File: config.mk
export PLATFORM = sky130hd
export DESIGN_NAME = serial_addsub_ctrl
export DESIGN_NICKNAME = d
export VERILOG_FILES = /design/src/rtl/serial_addsub_ctrl.sv
export SDC_FILE = /design/constraint.sdc
export NUM_CORES = 1
export LEC_CHECK = 0
export ABC_AREA = 1
export BUFFER_PORTS_ARGS = -buffer_cell sky130_fd_sc_hd__buf_2
export CORE_MARGIN = 2
export CORE_UTILIZATION = 51
export DETAILED_ROUTE_END_ITERATION = 8
export GPL_TIMING_DRIVEN = 0
export PLACE_DENSITY = 0.74
export SLEW_MARGIN = 30
export SYNTH_ARGS = -nofsm -noshare
export SYNTH_HDL_FRONTEND = slang
export SYNTH_SLANG_ARGS = --single-unit
export TNS_END_PERCENT = 20
File: constraint.sdc
create_clock -name clk -period 2.5 [get_ports clk]
set_input_delay 0.125 -clock clk [delete_from_list [all_inputs] [get_ports clk]]
set_output_delay 0.125 -clock clk [all_outputs]
set_load 0.02 [all_outputs]
File: src/rtl/serial_addsub_ctrl.sv
// Bit-serial adder/subtractor: one full-adder cell is stepped over WIDTH cycles, LSB first,
// behind a start/done handshake. Results are committed only on the final bit.
module serial_addsub_ctrl #(
    parameter int WIDTH = 8
) (
    input  logic             clk,
    input  logic             rst,
    input  logic             start,
    input  logic             sub,
    input  logic [WIDTH-1:0] a,
    input  logic [WIDTH-1:0] b,
    output logic             busy,
    output logic             done,
    output logic [WIDTH-1:0] sum,
    output logic             cout,
    output logic             ovf
);

    localparam int CW = (WIDTH > 1) ? $clog2(WIDTH) : 1;

    localparam logic [1:0] IDLE = 2'd0;
    localparam logic [1:0] RUN  = 2'd1;
    localparam logic [1:0] DONE = 2'd2;

    logic [1:0]       state;
    logic [WIDTH-1:0] op_a;
    logic [WIDTH-1:0] op_b;
    logic [WIDTH-1:0] res;
    logic             carry;
    logic [CW-1:0]    count;

    logic ha_s;
    logic ha_c;
    logic bit_s;
    logic carry_n;
    logic last_bit;

    // Full adder as two half adders plus carry OR.
    assign ha_s     = op_a[0] ^ op_b[0];
    assign ha_c     = op_a[0] & op_b[0];
    assign bit_s    = ha_s ^ carry;
    assign carry_n  = ha_c | (ha_s & carry);
    assign last_bit = (count == CW'(WIDTH - 1));

    assign busy = (state == RUN);
    assign done = (state == DONE);

    always_ff @(posedge clk or posedge rst) begin
        if (rst) begin
            state <= IDLE;
            op_a  <= '0;
            op_b  <= '0;
            res   <= '0;
            carry <= 1'b0;
            count <= '0;
            sum   <= '0;
            cout  <= 1'b0;
            ovf   <= 1'b0;
        end else begin
            case (state)
                IDLE, DONE: begin
                    if (start) begin
                        // Subtraction is a + ~b + 1: invert B and seed the carry with 1.
                        op_a  <= a;
                        op_b  <= sub ? ~b : b;
                        carry <= sub;
                        count <= '0;
                        state <= RUN;
                    end else begin
                        state <= IDLE;
                    end
                end
                RUN: begin
                    op_a  <= op_a >> 1;
                    op_b  <= op_b >> 1;
                    res   <= {bit_s, res[WIDTH-1:1]};
                    carry <= carry_n;
                    if (last_bit) begin
                        // On the MSB step, carry still holds the carry into the MSB.
                        sum   <= {bit_s, res[WIDTH-1:1]};
                        cout  <= carry_n;
                        ovf   <= carry ^ carry_n;
                        state <= DONE;
                    end else begin
                        count <= count + CW'(1);
                    end
                end
                default: state <= IDLE;
            endcase
        end
    end

endmodule

==> results of run 1 <==
## routing by layer
layer / track usage, % / up-vias
met4: 5.59 / 0
met3: 4.75 / 2
met5: 0 / -
met1: 23.3 / 679
met2: 30.5 / 31
li1: - / 800
## state kept, by name, indices dropped and copies added, names as in the netlist
signal,count
state,2
carry,1
ovf,1
count,3
sum,8
cout,1
op_a,8
res,7
op_b,8
## logic make-up (layout without fill, tap and decap cells)
| family | count (synthesis) | after routing | synth area share, % |
|---|---|---|---|
| AND/OR/NAND/NOR | 155 | 155 | 35.5 |
| flip-flops | 39 | 39 | 52.6 |
| buffers and inverters | 34 | 75 | 8.49 |
| adder cells (fa/ha/maj) | 3 | 3 | 2.43 |
| AO/OA/AOI/OAI | 2 | 2 | 0.539 |
| XOR/XNOR | 1 | 1 | 0.472 |
## layout make-up
type	instances	share of cell area [%]
well taps	46	2.64
repair buffers	33	8.74
inverters	26	4.66
clock buffers	7	2.99
plain buffers	8	2.59
multi-input cells	161	33.2
flip-flops and latches	39	44.8
clock inverters	1	0.345
## through the flow
stage | cell area, µm² | utilization [%] | cells
final | 2180 | 63.7 | 321
after global routing | 2180 | 63.7 | 321
after CTS | 2180 | 63.7 | 321
after detailed placement | 2080 | 61.0 | 311
after global placement | 2060 | 60.4 | 310
after floorplan | 1860 | - | 234
## worst paths after layout
| path | to | start | cells past startpoint | slack [ps] |
|---|---|---|---|---|
| worst max-delay path | busy | state[1] | 5 | 1010 |
| worst min-delay path | op_b[7] | b[7] | 4 | 70 |
| worst max register to register | count[0] | count[0] | 7 | 1100 |
| worst min register to register | sum[1] | sum[1] | 2 | 480 |
| max in group asynchronous | res[5] | rst | 4 | 1810 |
| min in group asynchronous | sum[7] | rst | 3 | 260 |
## placed cells by master (no fill, tap or decap)
cell type / n
sky130_fd_sc_hd__buf_2: 33
sky130_fd_sc_hd__nand2_2: 2
sky130_fd_sc_hd__buf_6: 1
sky130_fd_sc_hd__or2_2: 1
sky130_fd_sc_hd__o21ai_0: 1
sky130_fd_sc_hd__inv_4: 1
sky130_fd_sc_hd__clkinv_2: 1
sky130_fd_sc_hd__nor2_4: 1
sky130_fd_sc_hd__clkinvlp_4: 1
sky130_fd_sc_hd__buf_4: 4
sky130_fd_sc_hd__nand2_4: 1
sky130_fd_sc_hd__nand2_1: 106
sky130_fd_sc_hd__dfrtp_1: 39
sky130_fd_sc_hd__dlygate4sd3_1: 2
sky130_fd_sc_hd__ha_1: 2
sky130_fd_sc_hd__xor2_1: 1
sky130_fd_sc_hd__inv_2: 2
sky130_fd_sc_hd__buf_12: 1
sky130_fd_sc_hd__clkbuf_4: 5
sky130_fd_sc_hd__clkbuf_8: 2
sky130_fd_sc_hd__nor2_2: 1
sky130_fd_sc_hd__o21ai_1: 1
sky130_fd_sc_hd__nor2_1: 1
sky130_fd_sc_hd__inv_1: 22
sky130_fd_sc_hd__nand3_1: 42
sky130_fd_sc_hd__fa_1: 1
## repair_timing
| action | CTS | global route |
|---|---|---|
| resized for setup | 0 | 0 |
| setup buffers | 0 | 0 |
| hold buffers | 2 | 0 |
| hold endpoints to repair | 28 | 0 |
## worst max-delay path, delay by kind of cell (launching register included)
kind          cells  cell delay, ps
buf+inv           4             550
flops             1             380
simple gates      1             100
## where the power goes
part	total [W]	leakage, nW	internal [W]	switching, W
combinational	0.00105	0.723	0.000398	0.000654
sequential	0.00108	0.492	0.000914	0.000169
clock	0.000361	0.0375	0.000164	0.000196
total	0.00250	1.25	0.00148	0.00102
==> results by stage, run 1 <==
Status:
- The flow ran to the end, and the final reports show no timing, DRC or antenna violations.

Final layout:
- For this run, the post-layout net count is 297.
- Of the cells placed in the final design, the portion with a size suffix greater than 1 is 20.7%.
- The register area is 976 µm².
- In the final layout, the multi-input gates occupy 723 µm².
- Relative to the synthesized area, the layout overhead comes to 17.3%.
- The antenna diode instance count is 0.
- The count of filler cells inserted in the layout is 323.

Setup path:
- Traced cell by cell, the critical path runs through inv_1 > nand2_4 > inv_4 > buf_4 > buf_2.
- Data arrives at the worst endpoint at 1370 ps.
- The endpoint class of the critical path is an output port.
- In this run the worst path has a maximum fanout of 10.
- The worst setup path is launched from a flip-flop.
- The data required time at the worst endpoint is 2380 ps.
- The worst setup path is of the reg2out kind.
- The slowest stage of the critical path belongs to the cell sky130_fd_sc_hd__dfrtp_1.
- The largest stage delay on the critical path is 380 ps.

Floorplan:
- For this design the top-level I/O count stands at 32.
- In this run the horizontal extent of the chip is 64.3 µm.
- The cell row count is 21.
- The placeable core region is 0.00342 mm².
- The die height is 64.3 µm.
- The initial core utilization is 54.4%.
- The die area is 0.00414 mm².

STA:
- The number of hold violations in the final report was 0.
- Derived from the worst setup path, the maximum achievable clock frequency is 669 MHz.
- The worst path uses 59.8% of the clock period.
- The number of pins with negative max-slew slack in the final report is 0.
- The tightest hold margin is 65.4 ps.
- Across the routed clock network, the largest skew measured is 4.32 ps.
- The worst relative slew slack is 81.0%.
- The final setup TNS is 0 ps.
- The post-layout minimum cycle time is 1490 ps.
- The slack of the critical path is 1010 ps.
- The count of final setup violators is 0.
- Setup repair after global routing left no endpoint under its margin.
- The measured slew at the worst slew-check pin is 285 ps.

Global routing:
- The total track usage is 18.2%.
- The initial antenna violation count is 0.
- The number of global-route vias before repair is 1413.
- The pin count of the biggest net entering global routing is 28.
- The first-pass GRT wire length is 5.93 mm.
- The total grt overflow is 0.

CTS:
- The total number of H-tree levels is 2.
- The CTS root buffer is sky130_fd_sc_hd__clkbuf_4.
- The number of buffers created by CTS is 5.
- The clock reaches the later pin of the worst-skew pair after 330 ps.
- The number of buffers on the longest clock path is 2.
- The CTS tree is yes.
- After clock tree synthesis, the clock-pin slew on the worst setup and hold paths is 110 ps.
- CTS saw 39 sinks.

Power:
- The power density over cell area is 1150 mW/mm².
- The worst-case IR drop observed on VDD is 463 µV.
- After layout, the design draws a total of 0.00250 W.
- The leakage power summed over all cells is 1.25 nW.

Place:
- At the end of routability-driven placement, the weighted congestion stood at 0.757.
- OpenSTA, run right after detailed placement, puts the worst setup slack at 1100 ps.
- Summed over all nets, the half-perimeter wirelength after detailed placement is 2.43 mm.
- Buffers placed on the I/O ports in this run total 30.

Synthesis:
- Among all flip-flop cells after synthesis, the most frequent one is sky130_fd_sc_hd__dfrtp_1.
- Ranked by total cell area, the synthesized netlist is headed by sky130_fd_sc_hd__dfrtp_1 (53%), sky130_fd_sc_hd__nand2_1 (21%), sky130_fd_sc_hd__nand3_1 (11%).
- Of the synthesized area, sequential elements account for 52.6%.
- The synthesized flop and latch total is 39.
- The mean post-synth cell area is 7.93 µm².
- The fraction of post-synthesis cell area in the top cell type by area is 52.6%.
- The biggest area contributor in the post-synthesis netlist is sky130_fd_sc_hd__dfrtp_1.
- Ranked by instance count, the synthesized netlist is headed by sky130_fd_sc_hd__nand2_1 (106), sky130_fd_sc_hd__nand3_1 (42), sky130_fd_sc_hd__dfrtp_1 (39).
- The post-synth net total is 257.
- In this run, synthesis inferred 0 flip-flops with an integrated enable.
- The share of flip-flops with an asynchronous set or reset is 100%.
- In this run the cell area of the synthesized design comes to 0.00186 mm².
- The dominant cell by count in the synthesized netlist is sky130_fd_sc_hd__nand2_1.
- The gate count after technology mapping is 234.
- The count of unique library cells instantiated by Yosys is 21.
- For this run, the number of Yosys warnings is 0.

Drt:
- In this run the remaining antenna-violating nets after routing total 0.
- Summed over all layers, the routed wires come to 3.25 mm.
- In the routed layout, each cell is associated on average with a via count of 4.71.
- The routed wirelength normalized by instance count is 10.1 µm.
- The routed length on met1 is 1.58 mm.
- Across all layers, the routed design uses 1512 vias.
- The number of iterations in the first detailed-routing pass is 4.
- The highest routed metal layer is met4.
- For this run, design rule violations remaining after detail routing come to 0.
- The first routing iteration left 48 violations.
- The met2 layer wire length in the routed design is 1.53 mm.
- The wire length on met3 is 113 µm.

Hold path:
- The min-delay analysis places its worst path in the category in2reg.

Run:
- Max-cap violations in this run came to 0.
Note: power is estimated with default switching activity, not from simulation.
==> run 2: changes to the inputs <==
CORE_UTILIZATION = 49   (was 51)
clock period = 1.3 ns   (was 2.5 ns; I/O delays follow)
==> run 2 against run 1 <==
Die area up 3.8%. Clock-buffer cell count is the same. Final cell count up 2.8%. First-iteration DRC count up 63%. Clock skew fell by 0.85 ps. Via count fell by 0.33%. Non-clock buffer count up 7. Flip-flop and latch count unchanged. Combinational power increased by 120%. Clock power up 110%. Routed wire length grew 3.7%. Largest cell class unchanged. Highest routed layer unchanged.
==> results by stage, run 2 (synthesis gave the netlist of run 1 again) <==
Status:
- The flow ran to the end, and the final reports show no timing, DRC or antenna violations.

Drt:
- The total wire length is 3.37 mm (+3.7%).
- The via-per-instance ratio was 4.57 (-3.0%).
- The number of iterations in the first detailed-routing pass came to 5 (+1).
- The number of remaining DRC errors is 0 (unchanged).
- The routed wirelength normalized by instance count is 10.2 µm (+0.86%).
- The residual antenna-violating net count after detailed routing is 0 (unchanged).
- The via count is 1507 (-0.33%).
- The violation count after the first detailed-routing iteration is 78 (+63%).

Setup path:
- The class of the most critical setup path is reg2out.
- The arrival time at the worst endpoint is 1190 ps (-180 ps).
- The number of buffers and inverters on the critical path came to 3 (-1).
- The data required time at the worst endpoint is 1240 ps (-1140 ps).
- The cell with the biggest individual delay on the critical path is sky130_fd_sc_hd__dfrtp_2.
- The worst setup path is captured at an output port.
- The type of element launching the critical path is a flip-flop.
- The startpoint of the lowest-slack register-to-register path is count[0].
- The largest stage delay on the critical path is 440 ps (+60 ps).
- The cell family contributing the most delay on the critical path is flip-flops.
- Tracing the worst setup path back leads to its startpoint at state[0].
- Traced cell by cell, the critical path runs through nand2_4 > inv_6 > buf_6 > buf_4.
- The top fanout value on the critical path is 10 (unchanged).

STA:
- The clock skew after layout is 3.47 ps (-0.846 ps).
- The count of final setup violators was 0 (unchanged).
- The tightest hold margin was 54.8 ps (-10.6 ps).
- Setup repair after global routing could not meet its margin everywhere.
- Of the available clock period, the critical path in the final layout requires 96.7%.
- Derived from the worst setup path, the maximum achievable clock frequency is 795 MHz.
- The post-layout minimum cycle time is 1260 ps.
- The number of hold violations in the final report is 0 (unchanged).
- The measured slew at the worst slew-check pin was 273 ps (-12.0 ps).
- The worst relative slew slack is 81.8% (+0.80 points).
- The number of pins with negative max-slew slack in the final report is 0 (unchanged).

Place:
- The quantity of I/O buffers inserted on ports was 30 (unchanged).
- The final HPWL from detailed placement is 2.38 mm (-2.4%).
- The number of placed instances with taps included is 313 (+0.64%).
- The weighted congestion reported at the end of routability-driven placement is 0.748 (-1.2%).

Global routing:
- The first-pass GRT wire length is 5.71 mm (-3.6%).
- The total track usage is 17.6% (-0.66 points).
- The pin count of the biggest net entering global routing is 29 (+3.6%).
- The initial antenna violation count is 0 (unchanged).
- The total grt overflow is 0 (unchanged).
- The number of global-route vias before repair is 1358 (-3.9%).

Hold path:
- The classification of the worst-slack hold path is in2reg.
- The critical hold path startpoint is b[7].

CTS:
- TritonCTS built the clock tree.
- The number of buffers on the longest clock path is 2 (unchanged).
- The CTS root buffer is sky130_fd_sc_hd__clkbuf_8.
- The number of sinks handled by clock tree synthesis was 39 (unchanged).
- The clock transition time at the flip-flop clock pins of the worst setup and hold paths was 70 ps (-40 ps).
- The number of buffers created by CTS came to 5 (unchanged).
- The total number of H-tree levels is 2 (unchanged).
- The clock insertion delay at the later pin of the skew report is 280 ps (-50 ps).

Final layout:
- In the final layout, the registers with the most flip-flops are op_a (8), op_b (8), sum (8).
- The antenna diode instance count came to 0 (unchanged).
- The non-filler instance count after layout is 330 (+2.8%).
- The share of the core filled with cells in the final layout is 61.9% (-1.8 points).
- The count of filler cells inserted in the layout is 352 (+9.0%).
- The number of nets in the layout is 304 (+2.4%).
- The library cells used most frequently in the layout, excluding fill and tap cells, are sky130_fd_sc_hd__nand2_1 (106), sky130_fd_sc_hd__nand3_1 (41), sky130_fd_sc_hd__dfrtp_1 (38), sky130_fd_sc_hd__buf_2 (31), sky130_fd_sc_hd__inv_1 (19).
- The fraction of final layout cells sized beyond drive strength 1 came to 24.5% (+3.7 points).
- The area overhead of the layout relative to synthesis is 22.1%.
- The commonest non-fill, non-tap cell in the layout is sky130_fd_sc_hd__nand2_1.

Floorplan:
- The number of primary I/O pins is 32 (unchanged).
- The die width is 65.6 µm (+1.9%).
- The placeable core region is 0.00366 mm² (+7.2%).
- The cell row count is 22 (+4.8%).
- The die area was 0.00430 mm² (+3.8%).
- The initial core utilization is 50.7% (-3.6 points).
- The die height is 65.6 µm (+1.9%).

Power:
- The worst IR drop on VDD is 900 µV (+94%).
- The power density over cell area is 2270 mW/mm² (+98%).
- The leakage power summed over all cells was 1.29 nW (+3.3%).

Run:
- The count of max-cap constraint violations is 0 (unchanged).
-- run 2: path summary, 6_finish.rpt --
check,endpoint,cells past startpoint,slack (ps)
max,busy,4,40
min,op_b[7],4,50
max reg2reg,sum[6],7,60
min reg2reg,sum[4],2,470
max in group asynchronous,state[0],4,600
min in group asynchronous,ovf,3,250
-- run 2: worst min-delay path, stage by stage --
cell	delay [ps]
sky130_fd_sc_hd__buf_2	80
sky130_fd_sc_hd__nand2_1	40
sky130_fd_sc_hd__nand3_1	70
sky130_fd_sc_hd__nand2_1	50
-- run 2: report_power, final --
part / switching (W) / total (W) / leakage, nW / internal [W]
Clock: 0.000382 / 0.000758 / 0.0422 / 0.000376
Combinational: 0.00132 / 0.00228 / 0.760 / 0.000954
Sequential: 0.000334 / 0.00210 / 0.492 / 0.00177
Total: 0.00204 / 0.00514 / 1.29 / 0.00310
-- run 2: stage by stage --
| stage | power (W) | setup TNS, ps | cell area, µm² | worst slack, ps |
|---|---|---|---|---|
| after detailed placement | 0.00416 | -393 | 2090 | -76.1 |
| after CTS | 0.00499 | 0 | 2210 | 2.50 |
| after global routing | 0.00561 | -231 | 2270 | -33.2 |
| after floorplan | 0.00361 | 0 | 1860 | 60.0 |
| final | 0.00514 | 0 | 2270 | 42.4 |
| after global placement | 0.00407 | -5020 | 2070 | -127 |
-- run 2: per-layer routing --
layer  part of all wire, %  vias to the layer above  wire length [µm]  track usage [%]
li1                      -                      821                 -                -
met1                    49                      647              1640             22.8
met2                    45                       32              1530             27.7
met3                   3.7                        7               126             3.60
met4                   2.1                        0                71             9.38
met5                     0                        -                 0                0
-- run 2: area by class of cell --
cell class / count / area (µm²) / share of cell area, %
Timing Repair Buffer: 40 / 248 / 10.9
Multi-Input combinational cell: 161 / 733 / 32.3
Buffer: 8 / 63.8 / 2.81
Clock buffer: 7 / 76.3 / 3.37
Clock inverter: 1 / 5.00 / 0.221
Tap cell: 48 / 60.1 / 2.65
Inverter: 26 / 104 / 4.58
Sequential cell: 39 / 977 / 43.1
-- run 2: repair_timing --
item / CTS / global route
setup buffers: 1 / 6
hold endpoints to repair: 40 / 0
resized for setup: 7 / 5
hold buffers: 2 / 0
setup endpoints to repair: 13 / 16
pin swaps: 1 / 1
